<file path="config.mk">
export PLATFORM = sky130hd
export DESIGN_NAME = video_pattern_gen
export DESIGN_NICKNAME = d
export VERILOG_FILES = /design/src/rtl/video_pattern_gen_pkg.sv /design/src/rtl/video_pattern_gen_lfsr8.sv /design/src/rtl/video_pattern_gen.sv
export SDC_FILE = /design/constraint.sdc
export NUM_CORES = 1
export LEC_CHECK = 0
export CAP_MARGIN = 20
export CORE_UTILIZATION = 61
export DETAILED_ROUTE_END_ITERATION = 10
export PLACE_DENSITY = 0.85
export SLEW_MARGIN = 25
export SYNTH_ARGS = -nofsm -noshare
export SYNTH_HDL_FRONTEND = slang
export SYNTH_SLANG_ARGS = --single-unit
</file>
<file path="constraint.sdc">
create_clock -name isrc_clk -period 4.8 [get_ports isrc_clk]
set_input_delay 0.72 -clock isrc_clk [delete_from_list [all_inputs] [get_ports isrc_clk]]
set_output_delay 0.72 -clock isrc_clk [all_outputs]
set_load 0.005 [all_outputs]
</file>
<file path="src/rtl/video_pattern_gen_pkg.sv">
// Shared constants for the source-domain video pattern generator:
// pattern select codes, generator state encoding and the LFSR step function.
package video_pattern_gen_pkg;

  typedef enum logic {
    ST_IDLE = 1'b0,
    ST_RUN  = 1'b1
  } state_e;

  localparam logic [1:0] PAT_RAMP    = 2'd0;
  localparam logic [1:0] PAT_CHECKER = 2'd1;
  localparam logic [1:0] PAT_CONST   = 2'd2;
  localparam logic [1:0] PAT_PRBS    = 2'd3;

  localparam logic [7:0] LFSR_SEED = 8'hFF;

  // Fibonacci step for x^8+x^6+x^5+x^4+1, shifting towards the MSB.
  function automatic logic [7:0] lfsr8_next(input logic [7:0] s);
    return {s[6:0], s[7] ^ s[5] ^ s[4] ^ s[3]};
  endfunction

endpackage

</file>
<file path="src/rtl/video_pattern_gen_lfsr8.sv">
// 8-bit PRBS source for the pattern generator; load reseeds to 8'hFF and
// takes priority over step.
module lfsr8
  import video_pattern_gen_pkg::*;
(
  input  logic       clk,
  input  logic       rst_n,
  input  logic       load,
  input  logic       step,
  output logic [7:0] state
);

  logic [7:0] state_q;
  logic [7:0] state_d;

  // Next-state selection: reseed, advance or hold.
  always_comb begin
    state_d = state_q;
    if (load) begin
      state_d = LFSR_SEED;
    end else if (step) begin
      state_d = lfsr8_next(state_q);
    end else begin
      state_d = state_q;
    end
  end

  // State register.
  always_ff @(posedge clk or negedge rst_n) begin
    if (!rst_n) begin
      state_q <= LFSR_SEED;
    end else begin
      state_q <= state_d;
    end
  end

  assign state = state_q;

endmodule

</file>
<file path="src/rtl/video_pattern_gen.sv">
// Video test-pattern generator: parameterised vs/hs/de timing with a per-frame
// pattern. Define PATTERN_PRBS_EN to enable the PRBS pattern (code 3).
module video_pattern_gen
  import video_pattern_gen_pkg::*;
#(
  parameter int   H_ACTIVE = 640,
  parameter int   H_FP     = 16,
  parameter int   H_SYNC   = 96,
  parameter int   H_BP     = 48,
  parameter int   V_ACTIVE = 480,
  parameter int   V_FP     = 10,
  parameter int   V_SYNC   = 2,
  parameter int   V_BP     = 33,
  parameter logic POLARITY = 1'b1
) (
  input  logic        isrc_clk,
  input  logic        isrc_rst_n,
  input  logic        ienable,
  input  logic [1:0]  ipattern,
  input  logic [7:0]  iconst,
  output logic [7:0]  odata,
  output logic        ovs,
  output logic        ohs,
  output logic        ode,
  output logic [15:0] oframe_cnt
);

  localparam int         H_TOTAL  = H_ACTIVE + H_FP + H_SYNC + H_BP;
  localparam int         V_TOTAL  = V_ACTIVE + V_FP + V_SYNC + V_BP;
  localparam logic [15:0] H_ACT   = 16'(H_ACTIVE);
  localparam logic [15:0] V_ACT   = 16'(V_ACTIVE);
  localparam logic [15:0] H_LAST  = 16'(H_TOTAL - 1);
  localparam logic [15:0] V_LAST  = 16'(V_TOTAL - 1);
  localparam logic [15:0] HS_BEG  = 16'(H_ACTIVE + H_FP);
  localparam logic [15:0] HS_END  = 16'(H_ACTIVE + H_FP + H_SYNC);
  localparam logic [15:0] VS_BEG  = 16'(V_ACTIVE + V_FP);
  localparam logic [15:0] VS_END  = 16'(V_ACTIVE + V_FP + V_SYNC);

  state_e      state_q, state_d;
  logic [15:0] hcnt_q, hcnt_d, vcnt_q, vcnt_d;
  logic [15:0] frame_q, frame_d;
  logic [1:0]  pat_q, pat_d;
  logic [7:0]  const_q, const_d;
  logic [7:0]  data_q, data_d;
  logic        de_q, de_d, vs_q, vs_d, hs_q, hs_d;

  logic        run_s, origin_s, line_end_s, frame_end_s, active_s;
  logic        hs_win_s, vs_win_s;
  logic [1:0]  pat_s;
  logic [7:0]  const_s, pix_s, lfsr_s;

  assign run_s       = (state_q == ST_RUN) && ienable;
  assign origin_s    = (hcnt_q == 16'd0) && (vcnt_q == 16'd0);
  assign line_end_s  = (hcnt_q == H_LAST);
  assign frame_end_s = line_end_s && (vcnt_q == V_LAST);
  assign active_s    = (hcnt_q < H_ACT) && (vcnt_q < V_ACT);
  assign hs_win_s    = (hcnt_q >= HS_BEG) && (hcnt_q < HS_END);
  assign vs_win_s    = (vcnt_q >= VS_BEG) && (vcnt_q < VS_END);
  // Pixel (0,0) is emitted in the latching cycle, so it uses the live selects.
  assign pat_s       = origin_s ? ipattern : pat_q;
  assign const_s     = origin_s ? iconst : const_q;

`ifdef PATTERN_PRBS_EN
  logic lfsr_load_s, lfsr_step_s;
  // Reseed while idle/stopping and on the frame wrap so pixel (0,0) sees 8'hFF.
  assign lfsr_load_s = (state_q == ST_IDLE) || !ienable || frame_end_s;
  assign lfsr_step_s = run_s && active_s;

  lfsr8 u_lfsr8 (
    .clk   (isrc_clk),
    .rst_n (isrc_rst_n),
    .load  (lfsr_load_s),
    .step  (lfsr_step_s),
    .state (lfsr_s)
  );
`else
  assign lfsr_s = 8'h00;
`endif

  // Active-area pixel value for the selected pattern.
  always_comb begin
    pix_s = 8'h00;
    case (pat_s)
      PAT_RAMP:    pix_s = hcnt_q[7:0];
      PAT_CHECKER: pix_s = (hcnt_q[3] ^ vcnt_q[3]) ? 8'hFF : 8'h00;
      PAT_CONST:   pix_s = const_s;
      PAT_PRBS:    pix_s = lfsr_s;
      default:     pix_s = 8'h00;
    endcase
  end

  // FSM next state, raster counters and next output values.
  always_comb begin
    state_d = state_q;
    hcnt_d  = hcnt_q;
    vcnt_d  = vcnt_q;
    frame_d = frame_q;
    pat_d   = pat_q;
    const_d = const_q;
    data_d  = 8'h00;
    de_d    = 1'b0;
    vs_d    = ~POLARITY;
    hs_d    = ~POLARITY;
    if (state_q == ST_IDLE) begin
      hcnt_d = 16'd0;
      vcnt_d = 16'd0;
      if (ienable) state_d = ST_RUN;
      else         state_d = ST_IDLE;
    end else if (!run_s) begin
      state_d = ST_IDLE;
      hcnt_d  = 16'd0;
      vcnt_d  = 16'd0;
    end else begin
      if (origin_s) begin
        pat_d   = ipattern;
        const_d = iconst;
      end else begin
        pat_d   = pat_q;
        const_d = const_q;
      end
      data_d = active_s ? pix_s : 8'h00;
      de_d   = active_s;
      hs_d   = hs_win_s ? POLARITY : ~POLARITY;
      vs_d   = vs_win_s ? POLARITY : ~POLARITY;
      if (frame_end_s) begin
        hcnt_d  = 16'd0;
        vcnt_d  = 16'd0;
        frame_d = frame_q + 16'd1;
      end else if (line_end_s) begin
        hcnt_d = 16'd0;
        vcnt_d = vcnt_q + 16'd1;
      end else begin
        hcnt_d = hcnt_q + 16'd1;
      end
    end
  end

  // FSM state, counters, frame latches and registered outputs.
  always_ff @(posedge isrc_clk or negedge isrc_rst_n) begin
    if (!isrc_rst_n) begin
      state_q <= ST_IDLE;
      hcnt_q  <= 16'd0;
      vcnt_q  <= 16'd0;
      frame_q <= 16'd0;
      pat_q   <= PAT_RAMP;
      const_q <= 8'h00;
      data_q  <= 8'h00;
      de_q    <= 1'b0;
      vs_q    <= ~POLARITY;
      hs_q    <= ~POLARITY;
    end else begin
      state_q <= state_d;
      hcnt_q  <= hcnt_d;
      vcnt_q  <= vcnt_d;
      frame_q <= frame_d;
      pat_q   <= pat_d;
      const_q <= const_d;
      data_q  <= data_d;
      de_q    <= de_d;
      vs_q    <= vs_d;
      hs_q    <= hs_d;
    end
  end

  assign odata      = data_q;
  assign ode        = de_q;
  assign ovs        = vs_q;
  assign ohs        = hs_q;
  assign oframe_cnt = frame_q;

endmodule
</file>
---- After elaboration in Yosys (flattened, before gate mapping) ----
Cells that the tools add are included.
operators by class
  add/sub/neg operators ................... 3
  order comparisons ....................... 6
  eq/ne operators ......................... 6
  muxes and demuxes ....................... 26
  bitwise logic cells ..................... 1
  reduce and logical (&&, ||, !) cells .... 11
operator list
  operator                                                count
  2-to-1 mux 16 bit                                       8
  adder 16 x 1 -> 16 bit (second input constant)          3
  2-to-1 mux 8 bit                                        5
  == test 16 x 10 -> 1 bit (second input constant)        2
  logical NOT 16 bit                                      2
  < comparator 16 x 10 -> 1 bit (second input constant)   2
  < comparator 16 x 9 -> 1 bit (second input constant)    2
  case mux 8 bit (4 select lines)                         1
  >= comparator 16 x 10 -> 1 bit (second input constant)  1
  >= comparator 16 x 9 -> 1 bit (second input constant)   1
  2-to-1 mux 1 bit                                        11
  logical AND 1 bit                                       6
  == test 2 bit (second input constant)                   2
  != test 4 x 2 -> 1 bit (second input constant)          1
  AND reduction 3 bit                                     1
  == test 2 x 1 -> 1 bit (second input constant)          1
  logical NOT 2 bit                                       1
  2-to-1 mux 2 bit                                        1
  AND reduction 2 bit                                     1
  bitwise XOR 1 bit                                       1
storage, ports and cells
  bits in registers ....................... 70
  input bits .............................. 13
  output and inout port bits .............. 27
  logic and storage cells ................. 63

---- Depth between registers and ports, before layout ----
  word-level depth ........................ 8
  mapped depth ............................ 8
  depth with buffers taken out ............ 7

---- Worst setup path after synthesis ----
No wires, ideal clock.
  kind .................................... reg-to-reg
  start point ............................. register hcnt_q[10]
  end point ............................... register data_q[6] (netlist: odata[6])
  setup time .............................. 0.064 ns
  arrival ................................. 2.445 ns
  required time ........................... 4.736 ns
  setup slack ............................. 2.291 ns
  cell stages (with the launch flop) ...... 7
  buffers on the path ..................... 1
  clock period less this slack ............ 2.509 ns
  cell sequence ........................... dfrtp_1 > or4_4 > or4_1 > or4_1 > buf_2 > a211o_1 > a21bo_1
between the ends
  longest elaborated chain between the ends .. 8
  elaborated cells on any way between the ends .. 14
  classes of those cells .................. order compare: 1; eq/ne: 3; mux: 6; reduce/logical: 4
RTL lines
  item                                   RTL line                  RTL
  from (decl)                            video_pattern_gen.sv:40   logic [15:0] hcnt_q, hcnt_d, vcnt_q, vcnt_d;
  from (signal assigned)                 video_pattern_gen.sv:153  hcnt_q <= hcnt_d;
  logical NOT 16 bit                     video_pattern_gen.sv:53   assign origin_s = (hcnt_q == 16'd0) && (vcnt_q == 16'd0);
  logical AND 1 bit                      video_pattern_gen.sv:53
  2-to-1 mux 2 bit                       --
  == test 2 bit (tied with other cells)  video_pattern_gen.sv:83   case (pat_s)
  case mux 8 bit (4 select lines)        video_pattern_gen.sv:83
  2-to-1 mux 8 bit (*)                   video_pattern_gen.sv:121  data_d = active_s ? pix_s : 8'h00;
  2-to-1 mux 8 bit (*)                   video_pattern_gen.sv:109  end else if (!run_s) begin
  2-to-1 mux 8 bit (*)                   video_pattern_gen.sv:104  if (state_q == ST_IDLE) begin
  via data_d[6]                          video_pattern_gen.sv:44   logic [7:0] data_q, data_d;
  to (signal assigned)                   video_pattern_gen.sv:158  data_q <= data_d;
  to (decl)                              video_pattern_gen.sv:44
The timed path passes the listed nets; every way through them passes the cells marked *.
A chain may end at the register's enable or synchronous reset.

---- Worst setup path in the final report ----
  start point ............................. register vcnt_q[5]
  end point ............................... register const_q[2]
between the ends
  longest elaborated chain between the ends .. 3
RTL lines
  item                    RTL line                  RTL
  from (decl)             video_pattern_gen.sv:40
  from (signal assigned)  video_pattern_gen.sv:154  vcnt_q <= vcnt_d;
  logical NOT 16 bit      video_pattern_gen.sv:53
  logical AND 1 bit       video_pattern_gen.sv:53
  2-to-1 mux 8 bit        --
  to (signal assigned)    video_pattern_gen.sv:157  const_q <= const_d;
  to (decl)               video_pattern_gen.sv:43   logic [7:0] const_q, const_d;
Every way passes these cells.

==> flow_summary.json <==
{
  "antenna_found_initial": 0,
  "fmaxAchievable_mhz": 344.4,
  "clkTransAtPathRegs_ps": 70,
  "ys_seq_area_frac": 0.4743,
  "cts-resized-gates": 0,
  "ys_types": 48,
  "gp_congestion": 0.9363,
  "synth_mux_area_frac": 0.03625,
  "synth_fa_ha_area_frac": 0.01694,
  "crit_arrival_ps": 3140,
  "drive_above_1_share": 0.08252,
  "drt_iter0_markers": 276,
  "synth_top_area_share": 0.4743,
  "die_area_sq_um": 6370,
  "synth_most_common_cell": "dfrtp_1",
  "async_reset_ff_frac": 1.000,
  "period_share": 0.6048,
  "fin_nets": 425,
  "worstPathRequired_ps": 5040,
  "synth.cells.most_frequent": "70 x dfrtp_1, 36 x nor2_1, 34 x nand3_1",
  "grt_max_degree": 47,
  "multi_input_area_sq_um": 1817,
  "synth_flop_cell": "dfrtp_1",
  "period_needed_ps": 2903,
  "gr-total-overflow": 0,
  "diodes": 0,
  "cellPowerDensity_nw_per_um2": 275.4,
  "clkLatencyLatePin_ps": 350,
  "clock-root-buffer": "clkbuf_8",
  "rows": 27,
  "portBuffers": 39,
  "hold_viol": 0,
  "synth_xor_area_frac": 0.1043,
  "drv_cap": 0,
  "rsz0062_at_grt": "no",
  "grt_usage": 0.2916,
  "synth-edff-count": 0,
  "status": "complete, no violations",
  "drv_slew": 0,
  "io-pin-count": 40,
  "drtAntennaViolNets": 0,
  "vias": 3035,
  "tightest_slew_ps": 849.0,
  "ys_warn_count": 0,
  "syn_nets": 391,
  "ff_latch_area_sq_um": 1752,
  "cp-end-kind": "flop",
  "setup_violations": 0,
  "totalWireLength_um": 8427,
  "netlist_area_sq_um": 3694,
  "startpoint_type": "flop",
  "drc": 0,
  "cts_tree": "built",
  "worstSetupPathType": "flop to flop",
  "post-cts-setup-buffer-count": 0,
  "yosys.area.top_type": "dfrtp_1",
  "first_pass_iters": 5,
  "core-area_sq_um": 5675,
  "synth_top_family_by_area": "simple AND/OR/NAND/NOR gates",
  "cts_buffer_depth": 2,
  "cp_max_fo": 10,
  "fp.dieH_um": 79.82,
  "dp_hpwl_um": 5803,
  "htree_levels": 3,
  "ir_drop_mv": 0.2349,
  "wire_per_inst_um": 17.41,
  "synth.area.top_cells": "dfrtp_1 47%, xnor2_1 6.2%, nand3_1 4.6%, xor2_1 4.3%, nor2_1 3.7%",
  "fin_util": 0.7584,
  "synth-simple-area-share": 0.2402,
  "finalClockSkew_ps": 7.992,
  "slew_headroom": 0.4288,
  "syn_area_per_cell_sq_um": 9.902,
  "syn_inst": 373,
  "clock_sinks": 70,
  "n_fill_cell": 413,
  "grt_pass1_wl_um": 13880,
  "power_leakage_uw": 0.001767,
  "syn_to_final_growth_pct": 16.53,
  "hold_buffers": 0,
  "grt_pass1_vias": 2964,
  "cts_buffers": 9,
  "start_util": 0.6508,
  "viasPerCell": 6.271,
  "hp-class": "input port to async pin",
  "synth_compound_area_frac": 0.09417,
  "setup_tns_ps": 0,
  "synth-seq-cells": 70,
  "die_w_um": 79.82
}
## sequential cells by signal (all words and copies together) (netlist names)
register,count
odata,8
pat_q,2
ode,1
ovs,1
hcnt_q,16
state_q,1
oframe_cnt,16
vcnt_q,16
const_q,8
ohs,1
## metal layers
metal | vias up | global-route usage | wire [um]
met3 | 22 | 0.05829 | 548
met5 | - | 0 | 0
li1 | 1420 | - | -
met4 | 0 | 0.1839 | 215
met1 | 1462 | 0.3655 | 3578
met2 | 131 | 0.4607 | 4085
## critical path: stages (launching register included)
cell,delay (ps)
dfrtp_1,450
nor4_1,670
nand4_1,450
nor4_4,800
mux2_2,420
## power by group
| group | leakage, uW | internal, uW | total [uW] | switching, uW |
|---|---|---|---|---|
| Combinational | 0.000727 | 45.7 | 101 | 55.5 |
| Clock | 0.0000904 | 239 | 457 | 218 |
| Sequential | 0.000950 | 610 | 627 | 16.9 |
## final timing paths
check | end | from | slack (ps) | depth (start not counted)
max | const_q[2] | vcnt_q[5] | 1900 | 4
min | oframe_cnt[11] | isrc_rst_n | 360 | 1
max reg2reg | const_q[2] | vcnt_q[5] | 1900 | 4
min reg2reg | oframe_cnt[15] | oframe_cnt[15] | 490 | 1
max in group asynchronous | hcnt_q[8] | isrc_rst_n | 3680 | 2
min in group isrc_clk | oframe_cnt[15] | oframe_cnt[15] | 490 | 1
## placed cells by master, fill, tap and decap left out, types with 2 or more instances in the layout
master	netlist	layout
nor2b_1	6	6
clkdlybuf4s50_1	0	38
or4_1	5	5
o31ai_1	2	2
clkinv_2	0	2
o2111ai_1	4	4
nand2_1	21	21
nor4_1	9	9
and3_1	11	11
nand4_1	17	17
and4_1	6	6
nor4_4	2	2
xor2_1	18	18
a31oi_1	5	5
ha_1	5	5
a2111oi_0	2	2
a211oi_1	4	4
o211a_1	2	2
xnor2_1	26	26
o211ai_1	3	3
o21ai_0	8	8
inv_1	13	13
nor2_1	36	36
nor3_1	3	3
clkbuf_1	17	3
nand2b_1	2	2
dfrtp_1	70	70
clkbuf_8	0	9
a32o_1	4	4
and2_1	2	2
mux2_2	11	11
buf_4	0	4
a21oi_1	7	7
nand3_1	34	34
## final cells by class
class / count / share of cell area
clock buffers: 12 / 0.03140
clock inverters: 4 / 0.01105
repair buffers: 42 / 0.09535
inverters: 14 / 0.01221
multi-input cells: 270 / 0.4221
well taps: 72 / 0.02093
flip-flops and latches: 70 / 0.4070
## metrics by stage
| step | instance area (sq um) | std cells | hold WS, ps | setup WS, ps | power, uW |
|---|---|---|---|---|---|
| after floorplan | 3694 | 373 | 424.4 | 2291 | 692.4 |
| after global placement | 4119 | 468 | 460.1 | 1685 | 734.5 |
| after detailed placement | 4119 | 468 | 482.8 | 1632 | 737.5 |
| after CTS | 4302 | 484 | 497.0 | 1909 | 1192 |
| after global routing | 4304 | 484 | 412.5 | 1747 | 1229 |
| final | 4304 | 484 | 357.4 | 1897 | 1185 |
## logic make-up (layout without fill, tap and decap cells)
logic type,Yosys count,in the layout
adders and majority gates,5,5
buffers and inverters,33,72
xor gates and xnor gates,44,44
muxes,12,12
and+or+nand+nor,161,161
AOI/OAI and AO/OA,48,48
DFF,70,70
No activity file was read; power rests on OpenSTA's default activity.
